### src/rtl/dadda_mac_accum.sv
// Frame accumulator behind the 8x8 Dadda multiplier.
// Sums FRAME_LEN unsigned 17-bit products into a saturating accumulator.
// Each frame total is presented on a registered valid/ready output.
// Product intake stalls while a finished frame has nowhere to go.
module dadda_mac_accum #(
  parameter  int FRAME_LEN = 8,
  parameter  int ACC_W     = 24,
  localparam int CNT_W     = $clog2(FRAME_LEN + 1)
) (
  input  logic             clk,
  input  logic             rst,
  input  logic             flush,
  input  logic             in_valid,
  output logic             in_ready,
  input  logic [16:0]      RES_IN,
  output logic             out_valid,
  input  logic             out_ready,
  output logic [ACC_W-1:0] ACC_OUT,
  output logic             OVF,
  output logic [CNT_W-1:0] CNT
);

  localparam logic [CNT_W-1:0] LAST_IDX = CNT_W'(FRAME_LEN - 1);

  // Frame-in-progress state
  logic [ACC_W-1:0] r_acc;
  logic [CNT_W-1:0] r_cnt;
  logic             r_sticky;

  // Single-entry output register
  logic             r_out_valid;
  logic [ACC_W-1:0] r_acc_out;
  logic             r_ovf;

  logic             w_last;
  logic             w_accept;
  logic             w_complete;
  logic [ACC_W:0]   w_sum;
  logic             w_sum_ovf;
  logic [ACC_W-1:0] w_sat;

  assign w_last = (r_cnt == LAST_IDX);

  // A product that would finish a frame is held off while the previous
  // result is still unclaimed; a consumer drain this cycle frees the slot.
  assign in_ready   = !flush && !(w_last && r_out_valid && !out_ready);
  assign w_accept   = in_valid && in_ready;
  assign w_complete = w_accept && w_last;

  // One extra bit so a carry out of the accumulator is visible.
  assign w_sum     = {1'b0, r_acc} + {{(ACC_W - 16){1'b0}}, RES_IN};
  assign w_sum_ovf = w_sum[ACC_W];

  // Clamp the sum to all-ones on carry-out.
  always_comb begin
    // NOTE: default first so every path assigns w_sat and no latch is inferred.
    w_sat = w_sum[ACC_W-1:0];
    if (w_sum_ovf) begin
      w_sat = '1;
    end
  end

  // Accumulate accepted products; flush or frame completion restarts the frame.
  always_ff @(posedge clk) begin
    // NOTE: sequential state uses non-blocking assignments so every register
    // samples the pre-edge values, independent of statement order.
    if (rst) begin
      r_acc    <= '0;
      r_cnt    <= '0;
      r_sticky <= 1'b0;
    end else if (flush) begin
      r_acc    <= '0;
      r_cnt    <= '0;
      r_sticky <= 1'b0;
    end else if (w_accept) begin
      if (w_last) begin
        r_acc    <= '0;
        r_cnt    <= '0;
        r_sticky <= 1'b0;
      end else begin
        r_acc    <= w_sat;
        r_cnt    <= r_cnt + CNT_W'(1);
        r_sticky <= r_sticky | w_sum_ovf;
      end
    end
  end

  // Output register: load on frame completion, clear on drain, hold otherwise.
  always_ff @(posedge clk) begin
    if (rst) begin
      r_out_valid <= 1'b0;
      r_acc_out   <= '0;
      r_ovf       <= 1'b0;
    end else if (w_complete) begin
      r_out_valid <= 1'b1;
      r_acc_out   <= w_sat;
      r_ovf       <= r_sticky | w_sum_ovf;
    end else if (out_ready) begin
      r_out_valid <= 1'b0;
    end
  end

  assign out_valid = r_out_valid;
  assign ACC_OUT   = r_acc_out;
  assign OVF       = r_ovf;
  assign CNT       = r_cnt;

endmodule

### config.mk
export PLATFORM = sky130hd
export DESIGN_NAME = dadda_mac_accum
export DESIGN_NICKNAME = d
export VERILOG_FILES = /design/src/rtl/dadda_mac_accum.sv
export SDC_FILE = /design/constraint.sdc
export NUM_CORES = 1
export LEC_CHECK = 0
export BUFFER_PORTS_ARGS = -buffer_cell sky130_fd_sc_hd__buf_2
export CAP_MARGIN = 0
export CORE_MARGIN = 2
export CORE_UTILIZATION = 45
export DETAILED_ROUTE_END_ITERATION = 10
export GPL_ROUTABILITY_DRIVEN = 0
export PLACE_DENSITY = 0.67
export REMOVE_ABC_BUFFERS = 1
export SLEW_MARGIN = 5
export SYNTH_ARGS = -nofsm -noshare
export SYNTH_HDL_FRONTEND = slang
export SYNTH_SLANG_ARGS = --single-unit
### constraint.sdc
create_clock -name clk -period 5 [get_ports clk]
set_input_delay 0 -clock clk [delete_from_list [all_inputs] [get_ports clk]]
set_output_delay 0 -clock clk [all_outputs]
set_load 0.01 [all_outputs]
==> results of run 1 <==
## through the flow
stage | cells | hold slack (ps) | setup slack [ps] | power, µW | instance area [µm²]
6_report | 508 | 31.5 | 1970 | 815 | 3510
4_1_cts | 508 | 15.3 | 1980 | 821 | 3510
3_3_place_gp | 499 | 274 | 2100 | 549 | 3400
2_1_floorplan | 367 | 47.5 | 2180 | 520 | 3030
5_1_grt | 508 | 54.7 | 1790 | 855 | 3510
3_5_place_dp | 499 | 275 | 2000 | 550 | 3400
## registers in the layout, summed over array words and instances, names as in the netlist
| signal | flops |
|---|---|
| CNT | 4 |
| r_sticky | 1 |
| OVF | 1 |
| out_valid | 1 |
| r_acc | 24 |
| ACC_OUT | 24 |
## final cells by class
cell class / count / area, µm² / area share (%)
multi-input cells: 305 / 1920 / 54.5
flip-flops and latches: 55 / 1100 / 31.3
repair buffers: 53 / 270 / 7.69
clock buffers: 8 / 100 / 2.85
well taps: 80 / 100 / 2.85
inverters: 7 / 26.3 / 0.748
## placed cells by master, fill, tap and decap left out, drive strengths merged, types with 4 or more instances in the layout
cell type,synthesis,layout
dfxtp,55,55
nor2,54,54
buf,3,52
nand2,37,37
o21ai,30,30
a21oi,20,20
nor3,18,18
ha,18,18
a211oi,17,17
nand3,11,11
a21o,10,10
clkbuf,19,8
inv,7,7
a311oi,7,7
xor2,7,7
and3,6,6
xnor2,6,6
and2,5,5
mux2i,5,5
nor4,5,5
nor2b,4,4
o22ai,4,4
a31oi,4,4
## worst reg2reg max path: cells and delay by family (launching register included)
family,cells,cell delay (ps)
simple gates,2,1170
fa+ha+maj,2,420
compound gates,5,1000
flops,1,340
## path summary, 6_finish.rpt
check            from          end  slack (ps)  cells after the start
max          r_acc[0]  ACC_OUT[19]        1970                      9
min             flush       CNT[0]          30                      3
max reg2reg  r_acc[0]  ACC_OUT[19]        1970                      9
min reg2reg  r_acc[0]     r_acc[0]         460                      2
## power by group
part	switching [µW]	internal, µW
sequential	2.57	442
combinational	59.5	37.3
clock	147	127
total	209	606
## routing by layer
layer	up-vias	part of all wire [%]	GRT usage [%]	wire length [µm]
met4	0	1.4	7.69	103
li1	1494	-	-	-
met3	8	5.7	3.32	417
met2	78	44	31.5	3210
met5	-	0	0	0
met1	1289	49	28.5	3530
## cells by family after synthesis
family                     after synthesis
and+or+nand+nor                        154
buffers and inverters                   29
DFF                                     55
xor gates and xnor gates                13
AOI/OAI and AO/OA                      114
muxes                                    5
adders and majority gates               19
==> flow_summary.json, run 1 <==
{
  "synthSimpleGateAreaFrac_pct": 22.8,
  "critPathKind": "flop to flop",
  "cts_buffer_depth": 2,
  "critPathMaxFanout": 19,
  "synthMuxAreaShare_pct": 1.60,
  "finalSetupViolations": 0,
  "ys.flop_type": "dfxtp_1",
  "hold_viol": 0,
  "rsz0062_at_grt": "false",
  "cts_tree": "done",
  "synth_compound_area_share_pct": 25.0,
  "arrival_ps": 3250,
  "detail-route-antenna-nets": 0,
  "cp.required_ps": 5220,
  "synth_fa_ha_area_share_pct": 7.83,
  "peakVddDrop_v": 0.000128,
  "port_buffers": 52,
  "vias": 2869,
  "postLayoutCoreUtil_pct": 52.0,
  "holdBufCountCts": 1,
  "drt_iter0_drc": 156,
  "dpl.hpwl_um": 5060,
  "h-tree-depth": 2,
  "cpMaxStageDelayCell": "and2b_1",
  "hold_class": "primary input to flop",
  "fmax_mhz": 330,
  "yosys_warnings": 0,
  "netlist.area_leader.share_pct": 35.2,
  "ios": 53,
  "n_fill_cell": 659,
  "diodes": 0,
  "coreArea_um2": 6760,
  "cts_made_buffers": 5,
  "grt_overflow": 0,
  "antenna_found_initial": 0,
  "status": "complete, no violations",
  "synth_top_area_cell": "dfxtp_1",
  "routedWlPerCell_um": 14.3,
  "syn_to_final_growth_pct": 12.3,
  "rows": 30,
  "grt_pass1_vias": 2674,
  "relSlewSlack_pct": 30.1,
  "drive_gt1_share_pct": 16.8,
  "drc": 0,
  "dieArea_um2": 7640,
  "synth-seq-cells": 55,
  "avgSynthCellArea_um2": 8.05,
  "fin_nets": 468,
  "start_util_pct": 46.3,
  "viasPerCell": 5.65,
  "tns_ps": 0,
  "cts_sinks": 55,
  "grt.total_usage_pct": 20.4,
  "grt_max_degree": 48,
  "path_cells": "ha_1 > fa_1 > a21oi_1 > or3b_2 > a21o_1 > a31oi_4 > and2b_1 > a21oi_1 > a311oi_1",
  "synth.most_common_cell": "dfxtp_1",
  "ys_seq_area_share_pct": 35.2,
  "fin_worst_skew_ps": 6.74,
  "first_pass_iters": 4,
  "cellLeakagePower_uw": 0.00148,
  "drv_slew": 0,
  "worst_pin_slew_ps": 1050,
  "die_width_um": 87.4,
  "period_needed_ps": 3030,
  "syn_inst": 389,
  "ys_async_sr_fraction_pct": 0,
  "synth-edff-count": 0,
  "drt-total-wl_um": 7260,
  "cap_violations": 0,
  "synthTopCellsByCount": "55 x dfxtp_1, 54 x nor2_1, 37 x nand2_1",
  "path_buf_inv": 0,
  "root_buffer": "clkbuf_8",
  "netlist_area_um2": 3130,
  "crit_top_cell": "a21oi_1",
  "path_delay_family": "simple AND/OR/NAND/NOR gates",
  "ys_types": 55,
  "yosys.area_share.xor_xnor_pct": 3.64,
  "critPathLaunchType": "flop",
  "synth_top_family_by_area": "compound AO/OA/AOI/OAI gates",
  "cts_setup_buffers": 0,
  "clock_latency_ps": 310,
  "fin_crit_sh_pct": 60.6,
  "slowest_delay_ps": 650,
  "endpoint_kind": "flop",
  "cts_resized": 0,
  "path_clk_slew_ps": 100,
  "die_h_um": 87.4,
  "power_density_nw_per_um2": 232,
  "grt_pass1_wl_um": 12500,
  "synth_area_leaders": "dfxtp_1 35%, ha_1 7.2%, nor2_1 6.5%, o21ai_0 4.6%, nand2_1 4.4%"
}
No activity file was read; power rests on OpenSTA's default activity.
==> inputs of run 2 (changes only) <==
- ABC_AREA: default -> 1
- PLACE_DENSITY: 0.67 -> 0.69
- clock period: 5 -> 2.46 ns (I/O delays scaled with it)
==> flow_summary.json, run 2 <==
{
  "status": "complete, no violations",
  "drc": 0,
  "peakVddDrop_v": 0.000208,
  "p_sw_share_pct": 29.2,
  "synth-seq-cells": 55,
  "cts_sinks": 55,
  "first_pass_iters": 4,
  "path_clk_slew_ps": 110,
  "synthSimpleGateAreaFrac_pct": 37.9,
  "synth_area_leaders": "dfxtp_1 29%, nand2_1 19%, inv_1 7.8%, ha_1 5.9%, nor2_1 5.0%",
  "synth.most_common_cell": "nand2_1",
  "ys_seq_area_share_pct": 29.0,
  "drive_gt1_share_pct": 18.4,
  "syn_to_final_growth_pct": 12.1,
  "postLayoutCoreUtil_pct": 51.8,
  "pwr-share-clk_pct": 31.4,
  "synth_top_family_by_area": "simple AND/OR/NAND/NOR gates",
  "grt_pass1_vias": 3501,
  "rrSetupSlack_ps": 240,
  "n_fill_cell": 852,
  "period_needed_ps": 2220,
  "h-tree-depth": 2,
  "critPathLaunchType": "flop",
  "fin_nets": 686,
  "vias": 3666,
  "seqPwrFrac_pct": 53.6,
  "synth_compound_area_share_pct": 12.8,
  "cap_violations": 0,
  "critPathMaxFanout": 18,
  "yosys_warnings": 0,
  "grt_max_degree": 32,
  "fmax_mhz": 450,
  "synth_top_area_cell": "dfxtp_1",
  "path_buf_inv": 3,
  "viasPerCell": 4.88,
  "cpMaxStageDelayCell": "fa_1",
  "rsz0062_at_grt": "false",
  "cts_made_buffers": 5,
  "diodes": 0,
  "hold_viol": 0,
  "cellLeakagePower_uw": 0.00221,
  "coreArea_um2": 8220,
  "hold_slack_ps": 84.4,
  "synth_fa_ha_area_share_pct": 6.46,
  "detail-route-antenna-nets": 0,
  "drv_slew": 0,
  "slowest_delay_ps": 420,
  "hold_class": "primary input to flop",
  "fin_crit_sh_pct": 90.3,
  "syn_inst": 595,
  "finalSetupViolations": 0,
  "yosys.area_share.xor_xnor_pct": 2.08,
  "dpl.hpwl_um": 7100,
  "antenna_found_initial": 0,
  "grt.total_usage_pct": 21.5,
  "dieArea_um2": 9190,
  "netlist.area_leader.share_pct": 29.0,
  "fin_worst_skew_ps": 11.7,
  "ys.flop_type": "dfxtp_1",
  "grt_pass1_wl_um": 15900,
  "start_util_pct": 46.2,
  "ys_async_sr_fraction_pct": 0,
  "worst_pin_slew_ps": 764,
  "die_width_um": 95.8,
  "port_buffers": 52,
  "power_density_nw_per_um2": 396,
  "synth-edff-count": 0,
  "grt_overflow": 0,
  "cts_buffer_depth": 2,
  "netlist_area_um2": 3800,
  "cts_setup_buffers": 0,
  "rows": 33,
  "tns_ps": 0,
  "stdcell_count": 751,
  "root_buffer": "clkbuf_8",
  "endpoint_kind": "flop",
  "synthTopCellsByCount": "191 x nand2_1, 79 x inv_1, 55 x dfxtp_1",
  "drt-total-wl_um": 9250,
  "clock_latency_ps": 320,
  "layout_commonest_cell": "nand2_1",
  "cts_tree": "done",
  "avgSynthCellArea_um2": 6.38,
  "path_cells": "ha_1 > fa_1 > nand2_1 > nand2_1 > nand3_2 > nand2_4 > nand2_2 > inv_4 > nor2_8 > buf_12 > nand3_2 > o21ai_1 > inv_1",
  "drt_iter0_drc": 196,
  "routedWlPerCell_um": 12.3,
  "relSlewSlack_pct": 49.0,
  "placed_cells": 740,
  "synthMuxAreaShare_pct": 0,
  "switchingPower_uw": 492,
  "power_frac_comb_pct": 15.0,
  "arrival_ps": 2440,
  "intPower_uw": 1190,
  "layout_common_cells": "191 x nand2_1, 79 x inv_1, 55 x dfxtp_1",
  "die_h_um": 95.8,
  "ios": 53,
  "cp.required_ps": 2680,
  "critPathKind": "flop to flop",
  "ys_types": 40,
  "path_delay_family": "simple AND/OR/NAND/NOR gates"
}
## run 2: cell count changes after synthesis, sizes merged, moves of 14 or more
| cell | change |
|---|---|
| clkbuf | -15 |
| a211oi | -17 |
| nand2 | +168 |
| a21oi | +17 |
| nand3 | +29 |
| nor3 | -14 |
| inv | +83 |
## run 2: logic make-up after synthesis
family | after synthesis
fa+ha+maj | 19
xor+xnor | 9
compound gates | 83
buf+inv | 107
flops | 55
simple gates | 322
## run 2: what timing repair did
item | 4_1_cts | 5_1_grt
endpoints found under the hold margin | 2 | 0
setup endpoints to repair | 0 | 1
hold buffers | 3 | 0
resized for setup | 0 | 1
## run 2: metal layers
metal  wire, µm  vias to the layer above  share of wire (%)  global-route usage (%)
li1           -                     1962                  -                       -
met1       4460                     1616                 48                    28.2
met2       4260                       79                 46                    37.4
met3        405                        9                4.4                    2.66
met4        118                        0                1.3                    5.60
met5          0                        -                  0                       0
## run 2: per-stage QoR
| step | instance area (µm²) | power (µW) | setup slack [ps] |
|---|---|---|---|
| final | 4260 | 1680 | 239 |
| after global placement | 4130 | 1170 | 342 |
| after detailed placement | 4130 | 1170 | 274 |
| after floorplan | 3690 | 1100 | -0.723 |
| after CTS | 4250 | 1700 | 217 |
| after global routing | 4260 | 1770 | 68.4 |
## run 2: path summary, 6_finish.rpt
kind,startpoint,to,depth (start not counted)
min reg2reg,r_acc[2],r_acc[2],2
max,r_acc[0],ACC_OUT[14],13
max reg2reg,r_acc[0],ACC_OUT[14],13
min,in_valid,CNT[1],5
## run 2: final cells by class
type / instances / area, µm² / area share [%]
multi-input combinational: 433 / 2250 / 52.9
sequential: 55 / 1100 / 25.9
inverter: 91 / 344 / 8.09
timing repair buffer: 59 / 337 / 7.91
tap: 105 / 131 / 3.09
clock buffer: 5 / 68.8 / 1.62
clock inverter: 3 / 23.8 / 0.559
## run 2: worst register-to-register path, stage by stage (launching register included)
cell,delay (ps)
dfxtp_1,330
ha_1,220
fa_1,420
nand2_1,110
nand2_1,100
nand3_2,110
nand2_4,70
nand2_2,100
inv_4,50
nor2_8,170
buf_12,190
nand3_2,100
o21ai_1,120
inv_1,50
## run 2: power groups by stage
| stage | Combinational (µW) | Clock [µW] | Sequential [µW] |
|---|---|---|---|
| global route | 287 | 580 | 904 |
| finish | 253 | 529 | 903 |
| CTS | 253 | 544 | 903 |
| floorplan | 180 | 0 | 922 |
| global placement | 246 | 0 | 923 |
| detailed placement | 249 | 0 | 923 |
